$ cat config.mk
export PLATFORM = sky130hd
export DESIGN_NAME = exe_muldiv_unit
export DESIGN_NICKNAME = d
export VERILOG_FILES = /design/src/rtl/exe_muldiv_unit.sv
export SDC_FILE = /design/constraint.sdc
export NUM_CORES = 1
export LEC_CHECK = 0
export BUFFER_PORTS_ARGS = -buffer_cell sky130_fd_sc_hd__buf_2
export CORE_ASPECT_RATIO = 1.25
export CORE_MARGIN = 10
export CORE_UTILIZATION = 25
export CTS_CLUSTER_DIAMETER = 200
export DETAILED_ROUTE_END_ITERATION = 8
export PLACE_DENSITY = 0.39
export SYNTH_ARGS = -nofsm -noshare
export SYNTH_HDL_FRONTEND = slang
export SYNTH_SLANG_ARGS = --single-unit
$ cat constraint.sdc
create_clock -name clk -period 7.4 [get_ports clk]
set_input_delay 1.48 -clock clk [delete_from_list [all_inputs] [get_ports clk]]
set_output_delay 1.48 -clock clk [all_outputs]
set_load 0.03 [all_outputs]
$ cat src/rtl/exe_muldiv_unit.sv
// ---------------------------------------------------------------------------
// exe_muldiv_unit
//   Iterative multiply/divide unit for the EXE stage. A request is taken
//   with a valid/ready handshake. The unit computes one bit per cycle:
//   shift-add for multiply and restoring division for divide. It returns HI/LO
//   through a valid/ready response. Signed operations run on operand
//   magnitudes, and the sign is corrected on the last iteration.
//
// Ports
//   clk         rising-edge clock
//   resetn      asynchronous active-low reset
//   req_valid   request present
//   req_ready   unit can accept a request this cycle
//   req_op      00 MULT, 01 MULTU, 10 DIV, 11 DIVU
//   req_src1    multiplicand / dividend
//   req_src2    multiplier / divisor
//   cancel      flush; aborts any in-flight or pending operation
//   resp_valid  result available
//   resp_ready  consumer takes result
//   resp_hi     MUL: product high word; DIV: remainder
//   resp_lo     MUL: product low word;  DIV: quotient
//   busy        unit is not idle
// ---------------------------------------------------------------------------
module exe_muldiv_unit #(
    parameter int XLEN  = 32,
    parameter int CNT_W = 6
) (
    input  logic            clk,
    input  logic            resetn,
    input  logic            req_valid,
    output logic            req_ready,
    input  logic [1:0]      req_op,
    input  logic [XLEN-1:0] req_src1,
    input  logic [XLEN-1:0] req_src2,
    input  logic            cancel,
    output logic            resp_valid,
    input  logic            resp_ready,
    output logic [XLEN-1:0] resp_hi,
    output logic [XLEN-1:0] resp_lo,
    output logic            busy
);

    typedef enum logic [1:0] {
        S_IDLE = 2'd0,
        S_CALC = 2'd1,
        S_DONE = 2'd2
    } state_t;

    state_t            r_state;
    logic [CNT_W-1:0]  r_cnt;
    logic              r_is_div;
    logic              r_neg_q;      // product / quotient must be negated
    logic              r_neg_r;      // remainder must be negated (dividend negative)
    logic [XLEN-1:0]   r_opnd;       // multiplicand (MUL) or divisor (DIV) magnitude
    logic [XLEN-1:0]   r_src1;       // raw dividend, returned as-is on divide-by-zero
    logic [XLEN-1:0]   r_hi;         // partial product high / partial remainder
    logic [XLEN-1:0]   r_lo;         // multiplier bits / dividend bits + quotient
    logic              r_resp_valid;
    logic [XLEN-1:0]   r_resp_hi;
    logic [XLEN-1:0]   r_resp_lo;

    // ---------------- request side ----------------
    logic              w_accept;
    logic              w_src1_neg;
    logic              w_src2_neg;
    logic [XLEN-1:0]   w_src1_mag;
    logic [XLEN-1:0]   w_src2_mag;

    // Gating with resetn keeps req_ready low while reset is held.
    assign req_ready  = (r_state == S_IDLE) & ~cancel & resetn;
    assign w_accept   = req_valid & req_ready;
    // op[0]==0 selects the signed variants.
    assign w_src1_neg = ~req_op[0] & req_src1[XLEN-1];
    assign w_src2_neg = ~req_op[0] & req_src2[XLEN-1];
    assign w_src1_mag = w_src1_neg ? -req_src1 : req_src1;
    assign w_src2_mag = w_src2_neg ? -req_src2 : req_src2;

    // ---------------- multiply step ----------------
    // The XLEN+1-bit sum keeps the carry, which shifts into the top of HI.
    logic [XLEN:0]     w_mul_sum;
    logic [XLEN-1:0]   w_mul_hi;
    logic [XLEN-1:0]   w_mul_lo;

    assign w_mul_sum = {1'b0, r_hi} + {1'b0, (r_lo[0] ? r_opnd : {XLEN{1'b0}})};
    assign w_mul_hi  = w_mul_sum[XLEN:1];
    assign w_mul_lo  = {w_mul_sum[0], r_lo[XLEN-1:1]};

    // ---------------- divide step ----------------
    // The shifted remainder is below 2*divisor, so bit XLEN of the
    // difference is a reliable borrow / sign indicator.
    logic [XLEN:0]     w_div_shift;
    logic [XLEN:0]     w_div_diff;
    logic              w_div_ge;
    logic [XLEN-1:0]   w_div_hi;
    logic [XLEN-1:0]   w_div_lo;

    assign w_div_shift = {r_hi, r_lo[XLEN-1]};
    assign w_div_diff  = w_div_shift - {1'b0, r_opnd};
    assign w_div_ge    = ~w_div_diff[XLEN];
    assign w_div_hi    = w_div_ge ? w_div_diff[XLEN-1:0] : w_div_shift[XLEN-1:0];
    assign w_div_lo    = {r_lo[XLEN-2:0], w_div_ge};

    // ---------------- step select and sign fix-up ----------------
    logic [XLEN-1:0]   w_step_hi;
    logic [XLEN-1:0]   w_step_lo;
    logic [2*XLEN-1:0] w_prod_fix;
    logic [XLEN-1:0]   w_quo_fix;
    logic [XLEN-1:0]   w_rem_fix;
    logic [XLEN-1:0]   w_fin_hi;
    logic [XLEN-1:0]   w_fin_lo;
    logic              w_last;
    logic              w_div_zero;

    assign w_step_hi  = r_is_div ? w_div_hi : w_mul_hi;
    assign w_step_lo  = r_is_div ? w_div_lo : w_mul_lo;
    assign w_prod_fix = r_neg_q ? -{w_step_hi, w_step_lo} : {w_step_hi, w_step_lo};
    assign w_quo_fix  = r_neg_q ? -w_step_lo : w_step_lo;
    assign w_rem_fix  = r_neg_r ? -w_step_hi : w_step_hi;
    assign w_fin_hi   = r_is_div ? w_rem_fix : w_prod_fix[2*XLEN-1:XLEN];
    assign w_fin_lo   = r_is_div ? w_quo_fix : w_prod_fix[XLEN-1:0];
    assign w_last     = (r_cnt == CNT_W'(XLEN - 1));
    assign w_div_zero = r_is_div & (r_opnd == {XLEN{1'b0}});

    // ---------------- control FSM ----------------
    always_ff @(posedge clk or negedge resetn) begin
        if (!resetn) begin
            r_state      <= S_IDLE;
            r_cnt        <= '0;
            r_is_div     <= 1'b0;
            r_neg_q      <= 1'b0;
            r_neg_r      <= 1'b0;
            r_opnd       <= '0;
            r_src1       <= '0;
            r_hi         <= '0;
            r_lo         <= '0;
            r_resp_valid <= 1'b0;
            r_resp_hi    <= '0;
            r_resp_lo    <= '0;
        end else begin
            case (r_state)
                S_IDLE: begin
                    if (w_accept) begin
                        r_state  <= S_CALC;
                        r_cnt    <= '0;
                        r_is_div <= req_op[1];
                        r_neg_q  <= w_src1_neg ^ w_src2_neg;
                        r_neg_r  <= w_src1_neg;
                        r_src1   <= req_src1;
                        r_hi     <= '0;
                        // MUL: the multiplicand stays put and the multiplier shifts through LO.
                        // DIV: the divisor stays put and the dividend shifts through LO.
                        r_opnd   <= req_op[1] ? w_src2_mag : w_src1_mag;
                        r_lo     <= req_op[1] ? w_src1_mag : w_src2_mag;
                    end
                end
                S_CALC: begin
                    if (cancel) begin
                        r_state <= S_IDLE;
                    end else if (w_div_zero) begin
                        r_state      <= S_DONE;
                        r_resp_valid <= 1'b1;
                        r_resp_hi    <= r_src1;
                        r_resp_lo    <= '1;
                    end else if (w_last) begin
                        r_state      <= S_DONE;
                        r_resp_valid <= 1'b1;
                        r_resp_hi    <= w_fin_hi;
                        r_resp_lo    <= w_fin_lo;
                    end else begin
                        r_hi  <= w_step_hi;
                        r_lo  <= w_step_lo;
                        r_cnt <= r_cnt + CNT_W'(1);
                    end
                end
                S_DONE: begin
                    // A cancel discards the result even when resp_ready is high.
                    if (cancel || resp_ready) begin
                        r_state      <= S_IDLE;
                        r_resp_valid <= 1'b0;
                    end
                end
                default: begin
                    r_state      <= S_IDLE;
                    r_resp_valid <= 1'b0;
                end
            endcase
        end
    end

    assign resp_valid = r_resp_valid;
    assign resp_hi    = r_resp_hi;
    assign resp_lo    = r_resp_lo;
    assign busy       = (r_state != S_IDLE);

endmodule

# Yosys cells after proc, flatten, opt, wreduce, memory -nomap -nowiden
# Cells that the tools add are included.
# totals
in_bits	71
regBits	204
wordCells	95
# classes
eq_ne	10
n_mux	43
bitwise	11
addsub	8
reduce_logical	11
# ops
cell	n
$mux 32	24
$neg 32->32	4
$pmux 32 s2	2
$mux 64	1
$neg 64->64	1
$add 32x32->33	1
$sub 33x32->33	1
$logic_not 32->1	1
$mux 6	4
$pmux 6 s2	1
$mux 2	5
$ne 2x2->1 const B	5
$add 6x1->6 const B	1
$and 1x1->1	6
$eq 6x5->1 const B	1
$pmux 2 s3	1
$reduce_and 3->1	2
$reduce_bool 2->1	3
$reduce_and 5->1	1
$mux 1	4
$ne 4x4->1 const B	1
$not 1->1	4
$reduce_and 4->1	1
$ne 3x3->1 const B	1
7 further kinds	7

# Logic depth before layout (Yosys ltp)
# logic_depth
depth_word	8
mapped_depth	26
ltp_nobuf	25

# Worst setup path before layout
# No wires, ideal clock.
# synth_timing
path_type	reg-to-reg
start	register r_lo[31]
end	register r_resp_hi[18], in the netlist resp_hi[18]
setup_ps	127
arrival_time_ps	5253
t_required_ps	7273
path_stages_with_launch	27
synth_period_minus_slack_ps	5380
path_buffers	1
path_slack_ps	2020
cell_sequence	dfrtp_1 > inv_1 > ha_1 > inv_1 > fa_1 > a211oi_1 > nor3_1 > o211ai_2 > a21boi_1 > nor3_2 > buf_2 > nor3_2 > a21oi_1 > ha_1 > nor3b_1 > o221ai_1 > nor2_1 > nand3_1 > or4_1 > o41ai_1 > nand2_1 > nor4_1 > a41o_1 > a21boi_1 > a21oi_1 > mux2i_1 > nand3_1
# synth_between
elab_chain_cells	8
word_cells_on_any_way	12
classes_between	3 x add/sub; 8 x mux; 1 x bitwise
# synth_rtl
item	line	text
start: declaration	57	logic [XLEN-1:0] r_lo;
start signal: assignment	153	r_lo <= req_op[1] ? w_src1_mag : w_src2_mag;
start signal: assignment	171	r_lo <= w_step_lo;
$sub 33x32->33	98	assign w_div_diff = w_div_shift - {1'b0, r_opnd};
$mux 32 / $not 1->1 (equally long branches)	100, 99	
$mux 32, on equally long branches	114, 115	
$neg 64->64 / $neg 32->32 (equally long branches)	116, 118	
$mux 64 / $mux 32 (equally long branches)	116, 118	
$mux 32 (*)	119	assign w_fin_hi = r_is_div ? w_rem_fix : w_prod_fix[2*XLEN-1:XLEN];
$mux 32 (*)	164	end else if (w_last) begin
$mux 32 (*)	159	end else if (w_div_zero) begin
end signal: assignment	162	r_resp_hi <= r_src1;
end signal: assignment	167	r_resp_hi <= w_fin_hi;
end: declaration	59	logic [XLEN-1:0] r_resp_hi;
# Mark *: on every way between the ends. The rest lies on a longest branch, timed or not. The select of a mux whose other input is x is not followed.
# A chain may end at the register's enable or synchronous reset.

# Worst setup path after layout
# Same ends and word-level chain as after synthesis.

==> flow_summary.ini <==
[synthesis]
synth_ff_type = dfrtp_1
synth_top_area_frac = 0.2935
syn-instance-count = 2334
syn_area_mm2 = 0.01739
ys_ff_latch = 204
synth_async_sr_flop_share = 1.000
synth_edf_count = 0
synthTopCellsByArea = dfrtp_1 (29%), nand2_1 (7.6%), a21oi_1 (6.4%), o21ai_0 (6.4%), xnor2_1 (5.1%)
yosysMostFrequentCell = nand2_1
ys_warn_count = 0
synth_fp_nets = 2476
yosys.area.top_type = dfrtp_1
syn_area_per_cell_um2 = 7.451
yosys-top-cells-count = nand2_1 (354), a21oi_1 (221), o21ai_0 (221)
ys_types = 94
yosysSeqAreaShare = 0.2935

[routing]
viasPerCell = 5.321
drt-total-wl_um = 87050
ant_nets = 0
drc = 0
avgRoutedWirePerCell_um = 25.89
drt_iter0_drc = 1450
num_vias = 17890
drtPass1Iterations = 6

[setup_path]
start_kind = flip-flop
path_buf_inv = 4
cp_max_fo = 5
r2r.worst_path.cells = 27
timing.rr.end = resp_hi[18]
crit_arrival_ns = 6.83
crit_path_max_incr_delay_ns = 0.62
ff2ff_setup_slack_ns = 1.03
crit_type = flip-flop to flip-flop
cp_top_family = compound AO/OA/AOI/OAI gates
worst_ep_required_time_ns = 7.86
cp-end-kind = flip-flop
reg2reg_from = r_lo[31]
critPathSlowestCell = or4_1

[layout]
fillers = 7676
finalNetCount = 2549
regArea_mm2 = 0.005109
multi_input_area_mm2 = 0.01151
drive_above_1_share = 0.1162
area_growth_pct = 15.04
layoutNonFillerInstCount = 3363

[die]
initial_core_util = 0.2514
dieWidth_um = 255.9
die_area_mm2 = 0.08058
die_h_um = 314.9
core_mm2 = 0.06919
ios = 138
rows = 108

[clock_network]
cts.clk_slew.worst_paths_ns = 0.07
cts_hold_buf = 0
cts.repair.resized = 0
cts_tree = yes
cts_sinks = 204
clk_latency_ns = 0.58
cts_buffer_depth = 3
cts_buffers = 26
cts_root_buf = clkbuf_16
cts_max_level = 1
cts_setup_buffers = 0

[min_path]
min_to = r_src1[10]
hold_depth = 2
min_path_type = flip-flop to flip-flop
min-delay-start = r_src1[10]

[sta]
relSlewSlack = 0.1651
post-route-period-util = 0.8610
rsz0062_at_grt = false
fin_crit_ns = 6.372
tightestPinTransition_ns = 1.244
tns_ns = 0
finClkSkew_ns = 0.01891
hold_viol = 0
hold_slack_ns = 0.4691
setup_violations = 0
slew_violations = 0
fmax_mhz = 156.9

[pwr]
ir_drop_v = 0.0001778
power_density_mw_per_mm2 = 416.0
power.total_uw = 8323
p_leak_uw = 0.008747

[placed_design]
gp_congestion = 0.9498
dpl.cell_count = 3314
dp_hpwl_um = 68020
port_buffers = 137

[grt]
antenna_found_initial = 4
gr-total-overflow = 0
grt_pass1_wl_um = 126900
grt_usage = 0.2090
grt_max_degree = 124
grt_pass1_vias = 18120

[run]
maxCapViolCount = 0

[run_status]
status = finished clean
cell type report:
type                       count  area share
clock buffer                  37     0.03709
antenna                        2   0.0002502
sequential                   204      0.2553
timing repair buffer         182     0.05303
clock inverter                10    0.007192
multi-input combinational   1922      0.5753
inverter                      71     0.01332
tap                          935     0.05847
per-stage QoR:
| step | area, um2 | worst slack (ns) | utilization |
|---|---|---|---|
| 2_1_floorplan | 17390 | 2.020 | - |
| 3_3_place_gp | 19120 | 1.250 | 0.2763 |
| 3_5_place_dp | 19120 | 1.145 | 0.2763 |
| 4_1_cts | 20000 | 1.088 | 0.2891 |
| 5_1_grt | 20000 | 0.4112 | 0.2891 |
| 6_report | 20010 | 1.028 | 0.2892 |
power breakdown:
group	total [uW]	internal [uW]	leakage [uW]	switching [uW]
sequential	1650	1330	0.00265	323
clock	1370	801	0.000425	566
combinational	5300	1740	0.00568	3560
total	8320	3870	0.00875	4450
logic make-up (layout without fill, tap and decap cells):
| kind of cell | count (synthesis) | after routing | synth area share |
|---|---|---|---|
| buffers and inverters | 208 | 300 | 0.04648 |
| adder cells (fa/ha/maj) | 71 | 71 | 0.05194 |
| multiplexers | 53 | 53 | 0.03115 |
| AND/OR/NAND/NOR | 938 | 938 | 0.2514 |
| flip-flops | 204 | 204 | 0.2935 |
| AO/OA/AOI/OAI | 699 | 699 | 0.2444 |
| XOR/XNOR | 161 | 161 | 0.08108 |
| other | 0 | 2 | 0 |
per-layer routing:
layer  global-route usage  up-vias  wire [um]
met2               0.3685      516      42990
met5                    0        -         48
li1                     -     8451          -
met1               0.2423     8770      34930
met4               0.1182        6       5446
met3              0.02592      151       3636
tightest hold or removal path: stages (launching register included):
cell     delay [ns]
dfrtp_1        0.33
nand2_1        0.05
nand2_1        0.06
placed cells by master (no fill, tap or decap), types with 20 or more instances in the layout:
cell type / instances
nand2_1: 353
a21oi_1: 221
o21ai_0: 221
nor2_1: 211
dfrtp_1: 203
buf_2: 135
xnor2_1: 101
nand3_1: 99
inv_1: 69
ha_1: 69
xor2_1: 60
nor3_1: 50
and2_1: 44
mux2i_1: 44
buf_4: 44
and3_1: 27
nor4_1: 27
clkbuf_16: 26
a21o_1: 24
a211oi_1: 24
a31oi_1: 24
nand4_1: 20
registers in the layout (all words and copies together), names as in the netlist, 2 cells and up:
register  flops
resp_hi      32
resp_lo      32
r_src1       32
r_opnd       32
r_lo         32
r_hi         32
r_cnt         6
r_state       2
worst max path at each step:
stage              from  cells past startpoint           to  slack [ns]
2_1_floorplan  r_lo[31]                     26  resp_hi[18]        2.02
3_3_place_gp   r_lo[31]                     27  resp_hi[18]        1.25
3_5_place_dp   r_lo[31]                     27  resp_hi[18]        1.14
4_1_cts        r_lo[31]                     27  resp_hi[18]        1.09
5_1_grt        r_lo[31]                     27  resp_hi[18]        0.41
6_report       r_lo[31]                     27  resp_hi[18]        1.03
(Power assumes the default switching activity.)
